===== config.mk =====
export PLATFORM = sky130hd
export DESIGN_NAME = spram_boot_loader
export DESIGN_NICKNAME = d
export VERILOG_FILES = /design/src/rtl/spram_boot_loader.sv
export SDC_FILE = /design/constraint.sdc
export NUM_CORES = 1
export LEC_CHECK = 0
export ABC_AREA = 0
export CAP_MARGIN = 20
export CORE_MARGIN = 1
export CORE_UTILIZATION = 40
export CTS_CLUSTER_DIAMETER = 50
export DETAILED_ROUTE_END_ITERATION = 16
export GPL_TIMING_DRIVEN = 1
export SKIP_CTS_REPAIR_TIMING = 1
export SYNTH_ARGS = -nofsm -noshare
export SYNTH_HDL_FRONTEND = slang
export SYNTH_SLANG_ARGS = --single-unit

===== constraint.sdc =====
create_clock -name clk -period 4.2 [get_ports clk]
set_input_delay 0.84 -clock clk [delete_from_list [all_inputs] [get_ports clk]]
set_output_delay 0.84 -clock clk [all_outputs]
set_load 0.005 [all_outputs]

===== src/rtl/spram_boot_loader.sv =====
// Boot loader: assembles a little-endian byte stream into 16-bit words and writes them to SPRAM.
// Optional trailing checksum check is built when BOOT_CHECKSUM_EN is defined.
//
// state     | meaning
// ----------+---------------------------------------------------
// S_HDR_LO  | waiting for word count low byte
// S_HDR_HI  | waiting for word count high byte, range check
// S_DATA_LO | waiting for data word low byte
// S_DATA_HI | waiting for data word high byte
// S_WRITE   | bus cycle in progress, waiting for bus_ack
// S_CSUM_LO | checksum low byte (checksum build only)
// S_CSUM_HI | checksum high byte, compare (checksum build only)
// S_DONE    | image loaded, CPU released
// S_ERROR   | load aborted, CPU stays held
module spram_boot_loader #(
    parameter int                ADDR_W    = 14,
    parameter logic [ADDR_W-1:0] BASE_ADDR = '0
) (
    input  logic              clk,
    input  logic              rst,
    input  logic [7:0]        rx_data,
    input  logic              rx_valid,
    output logic              rx_ready,
    output logic [ADDR_W-1:0] bus_addr,
    output logic [15:0]       bus_wrdata,
    output logic              bus_cyc,
    output logic              bus_write,
    input  logic              bus_ack,
    output logic              cpu_hold,
    output logic              done,
    output logic              error
);

    typedef enum logic [3:0] {
        S_HDR_LO,
        S_HDR_HI,
        S_DATA_LO,
        S_DATA_HI,
        S_WRITE,
`ifdef BOOT_CHECKSUM_EN
        S_CSUM_LO,
        S_CSUM_HI,
`endif
        S_DONE,
        S_ERROR
    } state_t;

    // Where the stream goes once the last data word has been written.
`ifdef BOOT_CHECKSUM_EN
    localparam state_t END_STATE = S_CSUM_LO;
`else
    localparam state_t END_STATE = S_DONE;
`endif

    // Largest count that fits between BASE_ADDR and the top of the address space.
    localparam int unsigned MAX_WORDS = (32'd1 << ADDR_W) - 32'(BASE_ADDR);

    state_t      state;
    logic [15:0] count;
    logic [15:0] words_done;
    logic [7:0]  lo_byte;
    logic        accept;
    logic [15:0] hdr_count;
    logic [15:0] words_next;
`ifdef BOOT_CHECKSUM_EN
    logic [15:0] csum;
    logic [7:0]  csum_lo;
`endif

    assign accept     = rx_valid && rx_ready;
    assign hdr_count  = {rx_data, count[7:0]};
    assign words_next = words_done + 16'd1;

    always_ff @(posedge clk) begin
        if (!rst) begin
            state      <= S_HDR_LO;
            rx_ready   <= 1'b0;
            bus_addr   <= BASE_ADDR;
            bus_wrdata <= '0;
            bus_cyc    <= 1'b0;
            bus_write  <= 1'b0;
            cpu_hold   <= 1'b1;
            done       <= 1'b0;
            error      <= 1'b0;
            count      <= '0;
            words_done <= '0;
            lo_byte    <= '0;
`ifdef BOOT_CHECKSUM_EN
            csum       <= '0;
            csum_lo    <= '0;
`endif
        end else begin
            case (state)
                S_HDR_LO: begin
                    rx_ready <= 1'b1;
                    if (accept) begin
                        count[7:0] <= rx_data;
                        state      <= S_HDR_HI;
                    end
                end
                S_HDR_HI: begin
                    if (accept) begin
                        count <= hdr_count;
                        if (hdr_count == 16'd0) begin
                            state    <= END_STATE;
                            rx_ready <= (END_STATE != S_DONE);
                            done     <= (END_STATE == S_DONE);
                            cpu_hold <= (END_STATE != S_DONE);
                        end else if (32'(hdr_count) > MAX_WORDS) begin
                            state    <= S_ERROR;
                            rx_ready <= 1'b0;
                            error    <= 1'b1;
                        end else begin
                            state <= S_DATA_LO;
                        end
                    end
                end
                S_DATA_LO: begin
                    if (accept) begin
                        lo_byte <= rx_data;
                        state   <= S_DATA_HI;
                    end
                end
                S_DATA_HI: begin
                    if (accept) begin
                        bus_wrdata <= {rx_data, lo_byte};
                        bus_cyc    <= 1'b1;
                        bus_write  <= 1'b1;
                        rx_ready   <= 1'b0;
                        state      <= S_WRITE;
`ifdef BOOT_CHECKSUM_EN
                        csum       <= csum + {rx_data, lo_byte};
`endif
                    end
                end
                S_WRITE: begin
                    if (bus_ack) begin
                        bus_cyc    <= 1'b0;
                        bus_write  <= 1'b0;
                        bus_addr   <= bus_addr + ADDR_W'(1);
                        words_done <= words_next;
                        if (words_next == count) begin
                            state      <= END_STATE;
                            rx_ready   <= (END_STATE != S_DONE);
                            done       <= (END_STATE == S_DONE);
                            cpu_hold   <= (END_STATE != S_DONE);
                            bus_wrdata <= '0;
                        end else begin
                            state    <= S_DATA_LO;
                            rx_ready <= 1'b1;
                        end
                    end
                end
`ifdef BOOT_CHECKSUM_EN
                S_CSUM_LO: begin
                    if (accept) begin
                        csum_lo <= rx_data;
                        state   <= S_CSUM_HI;
                    end
                end
                S_CSUM_HI: begin
                    if (accept) begin
                        rx_ready   <= 1'b0;
                        bus_wrdata <= '0;
                        if ({rx_data, csum_lo} == csum) begin
                            state    <= S_DONE;
                            done     <= 1'b1;
                            cpu_hold <= 1'b0;
                        end else begin
                            state <= S_ERROR;
                            error <= 1'b1;
                        end
                    end
                end
`endif
                S_DONE: begin
                    rx_ready  <= 1'b0;
                    bus_cyc   <= 1'b0;
                    bus_write <= 1'b0;
                    done      <= 1'b1;
                    cpu_hold  <= 1'b0;
                end
                S_ERROR: begin
                    rx_ready  <= 1'b0;
                    bus_cyc   <= 1'b0;
                    bus_write <= 1'b0;
                    error     <= 1'b1;
                    cpu_hold  <= 1'b1;
                end
                default: begin
                    state    <= S_ERROR;
                    rx_ready <= 1'b0;
                    error    <= 1'b1;
                end
            endcase
        end
    end

endmodule


**Yosys cells after proc, flatten, opt, wreduce, memory -nomap -nowiden**

Index checks and enable logic that the tools add are counted.
W data, S select, Z words.

- $add $sub $neg: 2
- $lt $le $gt $ge: 1
- Eq/ne operators: 17
- Multiplexer cells: 39
- Bitwise logic cells: 4
- Reductions and logical operators: 20

Operators with widths:

| operator | count |
|---|---|
| $mux W16 | 3 |
| $pmux W16 S2 | 1 |
| $mux W4 | 6 |
| $pmux W4 S6 | 1 |
| $mux W1 | 19 |
| $ne A2 B2 Y1 const B | 9 |
| $add A16 B1 Y16 const B | 1 |
| $eq A16 B16 Y1 | 1 |
| $gt A16 B15 Y1 const B | 1 |
| $logic_not A16 Y1 | 1 |
| $pmux W8 S2 | 1 |
| $reduce_and A5 Y1 | 3 |
| $add A14 B1 Y14 const B | 1 |
| $eq A4 B3 Y1 const B | 3 |
| $eq A4 B2 Y1 const B | 2 |
| $mux W8 | 1 |
| $reduce_and A4 Y1 | 2 |
| $mux W3 | 2 |
| $pmux W1 S3 | 2 |
| $reduce_and A2 Y1 | 3 |
| $reduce_and A3 Y1 | 2 |
| $reduce_and A6 Y1 | 1 |
| $reduce_bool A3 Y1 | 2 |
| $pmux W1 S5 | 1 |
| other kinds (11) | 14 |

- Bits in registers: 79
- Output and inout bits: 36
- Word-level logic and storage cells: 95

**Logic depth before layout (Yosys ltp)**

Gate-level depths: netlist of run 1.

- Depth after elaboration: 5
- Depth in mapped cells: 9

**Least setup slack after synthesis of run 1**

OpenSTA, ideal clock, no wires.

- Path type: register to register
- From: reg words_done[0]
- To: reg done
- Library setup time: 122 ps
- Data arrival time: 2198 ps
- Required time: 4078 ps
- Path slack: 1880 ps
- Stages on the path, launching flop included: 9
- Period minus slack after synthesis: 2320 ps
- Cells stage by stage: dfxtp_1 > ha_1 > nand3_2 > nor4_4 > mux2i_1 > o211ai_1 > mux2i_1 > nor3_2 > o311a_1

- Longest elaborated chain between the ends: 4

Ends and longest elaborated chain:

| what | RTL line | source |
|---|---|---|
| from (decl) | 60 | `logic [15:0] words_done;` |
| from (signal assigned) | 141 | `words_done <= words_next;` |
| $add A16 B1 Y16 | 72 | `assign words_next = words_done + 16'd1;` |
| $eq A16 B16 Y1 | 142 | `if (words_next == count) begin` |
| $ne A2 B2 Y1 (no source line) | - |  |
| $reduce_and A5 Y1 (no source line) | - |  |
| to (signal assigned) | 107 | `done <= (END_STATE == S_DONE);` |
| to (signal assigned) | 145 | `done <= (END_STATE == S_DONE);` |
| to (decl) | 30 | `output logic done,` |

No other way between the ends.
A chain may end at the register's enable or synchronous reset.

**Final worst setup path of run 1**

- From: in bus_ack
- To: reg words_done[15]

- Longest elaborated chain between the ends: 1

Ends and longest elaborated chain:

| what | RTL line | source |
|---|---|---|
| from (decl) | 28 | `input logic bus_ack,` |
| $reduce_and A2 Y1 (no source line) | - |  |

No other way between the ends.

==> summary.txt, run 1 <==
outcome -> finished, final reports clean
Seq/Total Area, Yosys -> 0.404
Peak VDD IR -> 0.173 mV
Die Ht -> 100 um
final setup TNS -> 0 ns
Worst slew margin -> 0.366
DRT iter0 DRCs -> 132
Final Hold Viols -> 0
most common cell after layout, fill and taps aside -> dfxtp_1
Worst EP required -> 4.40 ns
dominant cells by area after synthesis -> dfxtp_1, nand2_1, nor2_1, xnor2_1, mux2i_1
layout cells sized above 1 -> 0.101
Clock transition at path regs -> 0.08 ns
Synth Area per Inst -> 8.33 um2
Yosys top cell by area -> dfxtp_1
clk_lat worst skew -> 0.35 ns
H-tree levels -> 3
Total Routed Length -> 9.14 mm
CTS Root Cell -> clkbuf_8
syn_nets -> 478
most frequent cells in the layout -> dfxtp_1, nand2_1, nor2_1, clkdlybuf4s50_1, xnor2_1
GR Layer Usage met3 -> 0.0327
Final Cycle Share -> 0.673
largest net degree at the start of global routing -> 56
EDFF count, synth -> 0
GRT Total Usage -> 0.198
critical path type -> input pin to flip-flop
CP max stage cell -> clkdlybuf4s50_1
routability cong. -> 0.879
synth unique cells -> 56
routing usage on met1 -> 0.271
skew final -> 0.00868 ns
# setup viols final -> 0
Critical Path AT -> 3.03 ns
YS warnings -> 0
grt total ovfl -> 0
die width -> 100 um
P_leak -> 1.60 nW
Max-Cap Viols -> 0
synth-to-layout area growth -> 20.6%
Tmin final -> 2.83 ns
vias per inst -> 5.26
post-synth top area share -> 0.404
power per cell area -> 391 nW/um2
CTS tree -> done
FP Rows -> 35
number of diodes -> 0
sequence of cells on the critical path -> clkdlybuf4s50_1 -> nand4bb_1 -> buf_4 -> nor4_1 -> nand2_1 -> nor2_1 -> and3_1 -> xnor2_1 -> nor2_1
clk sinks -> 78
number of port buffers -> 47
register bit total from synthesis -> 78
Max Freq -> 354 MHz
clk buf depth -> 2
top_reg_cell synth -> dfxtp_1
Core Box Area -> 9280 um2
Top Ports -> 48
Vias -> 3344
slowest stage delay, CP -> 0.56 ns
Power, Total -> 0.00182 W
Post-synth ARST share -> 0
Die ar. -> 10100 um2
NumNets Final -> 516
Inserted Clock Buffers -> 9
Pins Over Slew Limit -> 0
startpoint types -> input pin
number of global-route vias before repair -> 3102
Worst Setup End Kind -> flip-flop
dpl hpwl -> 6.38 mm
DRT antenna net count -> 0
Starting Density -> 0.416
unrepaired setup endpoints after global routing -> no
global-route wire length before repair -> 15.6 mm
initial antenna violation count -> 0
1st-pass router iterations -> 4
Cells after Synth -> 464
Worst-Margin Slew -> 0.949 ns
met2 Use GR -> 0.315
wire per inst -> 14.4 um
busiest layer in global routing -> met2
Hold Path Class -> flip-flop to flip-flop
Cell Area, Synth -> 3870 um2
crit-path max FO -> 12
Top cell by count, worst path -> nor2_1
DRC -> 0
## registers in the layout, summed over array words and instances (netlist names), 3 cells and up
register / count
count: 16
bus_addr: 14
words_done: 16
state: 3
lo_byte: 8
bus_wrdata: 16
## power by group
| group | switching [W] | leakage [nW] | internal, W |
|---|---|---|---|
| Combinational | 0.000191 | 0.865 | 0.000136 |
| Clock | 0.000281 | 0.110 | 0.000353 |
| Sequential | 0.0000808 | 0.630 | 0.000782 |
## worst max-delay path: cells and delay by family
family	cells	cell delay, ns
and+or+nand+nor	6	1.29
buffers and inverters	2	0.78
xor gates and xnor gates	1	0.12
## cell usage after synthesis (2+ instances only)
cell / instances
o21a_1: 2
clkbuf_1: 18
or3_1: 2
a31oi_1: 3
and3_1: 7
inv_1: 7
nor3_1: 4
nor2b_1: 2
o211ai_1: 2
mux2i_1: 18
buf_4: 4
dfxtp_1: 78
o31ai_1: 2
nor4_1: 9
nor4_4: 3
and3_2: 2
o21ai_2: 10
buf_2: 3
and2_1: 5
nand2_1: 66
nor2_1: 61
nand2b_1: 5
inv_2: 2
nand4_1: 11
ha_1: 2
o21ai_0: 17
a21oi_1: 24
a211oi_1: 3
xor2_1: 20
nand3_1: 22
xnor2_1: 25
## metrics by stage
step | hold slack, ns | utilization | setup slack, ns | cell area, um2 | instances
after floorplan | 0.424 | - | 1.88 | 3870 | 464
after global placement | 0.441 | 0.477 | 1.02 | 4430 | 619
after detailed placement | 0.447 | 0.477 | 0.995 | 4430 | 619
after CTS | 0.457 | 0.501 | 1.01 | 4650 | 635
after global routing | 0.486 | 0.502 | 1.10 | 4660 | 636
final | 0.458 | 0.502 | 1.37 | 4660 | 636
## path summary, 6_finish.rpt
kind | startpoint | endpoint | slack, ns | cells past startpoint
min reg2reg | lo_byte[5] | bus_wrdata[5] | 0.46 | 2
min | lo_byte[5] | bus_wrdata[5] | 0.46 | 2
max | bus_ack | words_done[15] | 1.37 | 9
max reg2reg | words_done[0] | bus_wrdata[14] | 1.41 | 9
## cell type report
| class | count | area (um2) |
|---|---|---|
| Clock buffer | 11 | 141 |
| Clock inverter | 5 | 81.3 |
| Fill cell | 937 | 4620 |
| Inverter | 9 | 33.8 |
| Multi-Input combinational cell | 350 | 2160 |
| Sequential cell | 78 | 1560 |
| Tap cell | 129 | 161 |
| Timing Repair Buffer | 54 | 527 |
## cell families (layout without fill, tap and decap cells)
| family | count (synthesis) | in the layout | synth area share |
|---|---|---|---|
| and+or+nand+nor | 211 | 211 | 0.274 |
| DFF | 78 | 78 | 0.404 |
| AOI/OAI and AO/OA | 74 | 74 | 0.126 |
| xor gates and xnor gates | 45 | 45 | 0.102 |
| buffers and inverters | 36 | 79 | 0.0417 |
| muxes | 18 | 18 | 0.0466 |
| adders and majority gates | 2 | 2 | 0.00647 |
## layer usage
metal,wire length [um],vias up
li1,-,1681
met1,4440,1591
met2,4200,63
met3,388,9
met4,110,0
met5,0,-
Power figures use the tool's default switching activity.
==> inputs of run 2 (changes only) <==
clock period = 2.7 ns   (was 4.2 ns; I/O delays follow)
==> run 2 against run 1 <==
Clock skew rose by 0.0053 ns. Cell area rose by 3.6%. Clock-buffer cell count fell by 1. Global-route usage rose by 0.11 points. Non-clock buffer count rose by 23. Routed wire length rose by 3.7%. Critical path depth rose by 1. Core utilization rose by 1.8 points. Worst hold slack improved by 0.0043 ns. Worst setup slack got worse by 1.2 ns. Clock power rose by 43%. Highest routed layer unchanged.
==> summary.txt, run 2 (synthesis results as in run 1) <==
Final Hold Viols -> 0 (unchanged)
Die ar. -> 10100 um2 (unchanged)
Total Routed Length -> 9.48 mm (+3.7%)
routability cong. -> 0.834 (-5.1%)
clk_lat worst skew -> 0.35 ns (about the same)
final setup TNS -> 0 ns (unchanged)
Peak VDD IR -> 0.265 mV (+53%)
busiest layer in global routing -> met2
Die Ht -> 100 um (unchanged)
initial antenna violation count -> 0 (unchanged)
top flop regs -> bus_wrdata (16), count (16), words_done (16)
Core Box Area -> 9280 um2 (unchanged)
Worst-Margin Slew -> 0.599 ns (-0.350 ns)
Final Cell Area -> 4830 um2 (+3.6%)
wire per inst -> 14.4 um (about the same)
DRT antenna net count -> 0 (unchanged)
FP Rows -> 35 (unchanged)
Max-Cap Viols -> 0 (unchanged)
critical path type -> flip-flop to flip-flop
Vias -> 3412 (+2.0%)
clk sinks -> 78 (unchanged)
NumNets Final -> 539 (+4.5%)
dpl hpwl -> 6.86 mm (+7.5%)
Max Freq -> 402 MHz
largest net degree at the start of global routing -> 26 (-54%)
grt total ovfl -> 0 (unchanged)
startpoint types -> flip-flop
Worst slew margin -> 0.600 (+0.234)
global-route wire length before repair -> 15.7 mm (+0.62%)
Starting Density -> 0.416 (unchanged)
DRC -> 0 (unchanged)
Worst EP required -> 2.92 ns (-1.48 ns)
number of port buffers -> 47 (unchanged)
1st-pass router iterations -> 4 (unchanged)
CTS Root Cell -> clkbuf_8
number of global-route vias before repair -> 3153 (+1.6%)
clk buf depth -> 2 (unchanged)
# setup viols final -> 0 (unchanged)
Core Util, Final -> 0.520 (+0.0182)
Inserted Clock Buffers -> 9 (unchanged)
power per cell area -> 580 nW/um2 (+48%)
Top Ports -> 48 (unchanged)
skew final -> 0.0140 ns (+0.00531 ns)
crit-path max FO -> 16 (+4)
P_leak -> 1.72 nW (+7.2%)
GRT Total Usage -> 0.199 (+0.00110)
met2 Use GR -> 0.322 (+0.00685)
vias per inst -> 5.18 (-1.5%)
PnR worst setup slack -> 0.210 ns (-1.16 ns)
Placed Area -> 4610 um2 (+4.0%)
synth-to-layout area growth -> 25.0%
GR Layer Usage met3 -> 0.0432 (+0.0104)
Tmin final -> 2.49 ns
Worst Setup End Kind -> flip-flop
layout cells sized above 1 -> 0.143 (+0.0428)
most common cell after layout, fill and taps aside -> dfxtp_1
routing usage on met1 -> 0.267 (-0.00410)
H-tree levels -> 3 (unchanged)
R2R Setup Slk -> 0.21 ns (-1.20 ns)
number of diodes -> 0 (unchanged)
most frequent cells in the layout -> dfxtp_1, nand2_1, nor2_1, clkdlybuf4s50_1, buf_4
die width -> 100 um (unchanged)
unrepaired setup endpoints after global routing -> no
outcome -> finished, final reports clean
CTS tree -> done
Pins Over Slew Limit -> 0 (unchanged)
DRT iter0 DRCs -> 107 (-19%)
Clock transition at path regs -> 0.09 ns (about the same)
Hold Path Class -> flip-flop to flip-flop
Critical Path AT -> 2.71 ns (-0.32 ns)
pre-CTS setup slack -> 0.178 ns (-0.818 ns)
Final Cycle Share -> 0.922
run 2: changes by cell type in the layout (fill, tap and decap cells not counted), sizes merged:
cell / previous run / this run
buf: 7 / 30
bufinv: 2 / 1
clkbuf: 11 / 10
clkinv: 1 / 2
inv: 10 / 11
run 2: per-stage QoR:
stage	instances	hold slack (ns)	power [W]
after floorplan	464	0.424	0.00170
after global placement	641	0.441	0.00192
after detailed placement	641	0.446	0.00192
after CTS	657	0.466	0.00283
after global routing	659	0.478	0.00295
final	659	0.462	0.00280
run 2: path summary, 6_finish.rpt:
| check | from | endpoint | depth (start not counted) |
|---|---|---|---|
| max | words_done[1] | bus_wrdata[1] | 10 |
| min | lo_byte[2] | bus_wrdata[2] | 2 |
| max reg2reg | words_done[1] | bus_wrdata[1] | 10 |
| min reg2reg | lo_byte[2] | bus_wrdata[2] | 2 |
run 2: routing by layer:
layer | vias to the layer above | share of wire
met1 | 1604 | 0.48
li1 | 1721 | -
met3 | 9 | 0.044
met2 | 78 | 0.46
met5 | - | 0
met4 | 0 | 0.011
run 2: final cells by class:
type / count / area [um2]
inverters: 9 / 33.8
clock inverters: 6 / 68.8
repair buffers: 77 / 708
flip-flops and latches: 78 / 1560
clock buffers: 10 / 138
fillers: 946 / 4450
multi-input cells: 350 / 2160
well taps: 129 / 161
run 2: power by group:
| group | internal, W | switching [W] |
|---|---|---|
| sequential | 0.00122 | 0.0000997 |
| clock | 0.000459 | 0.000445 |
| combinational | 0.000249 | 0.000333 |
run 2: worst max-delay path, stage by stage, from the launching register on:
cell and delay [ns]:
dfxtp_1 0.41, ha_1 0.22, nand3_2 0.13, nor4_4 0.38, buf_4 0.19, nand3_1 0.07
o211ai_1 0.13, mux2i_2 0.17, nor4_4 0.36, buf_12 0.20, o21ai_0 0.11
==> inputs of run 3 (changes only) <==
CAP_MARGIN = 25   (was 20)
==> results of run 3 <==
Same layout as run 2: the final DEF is identical, and so are final timing and power.
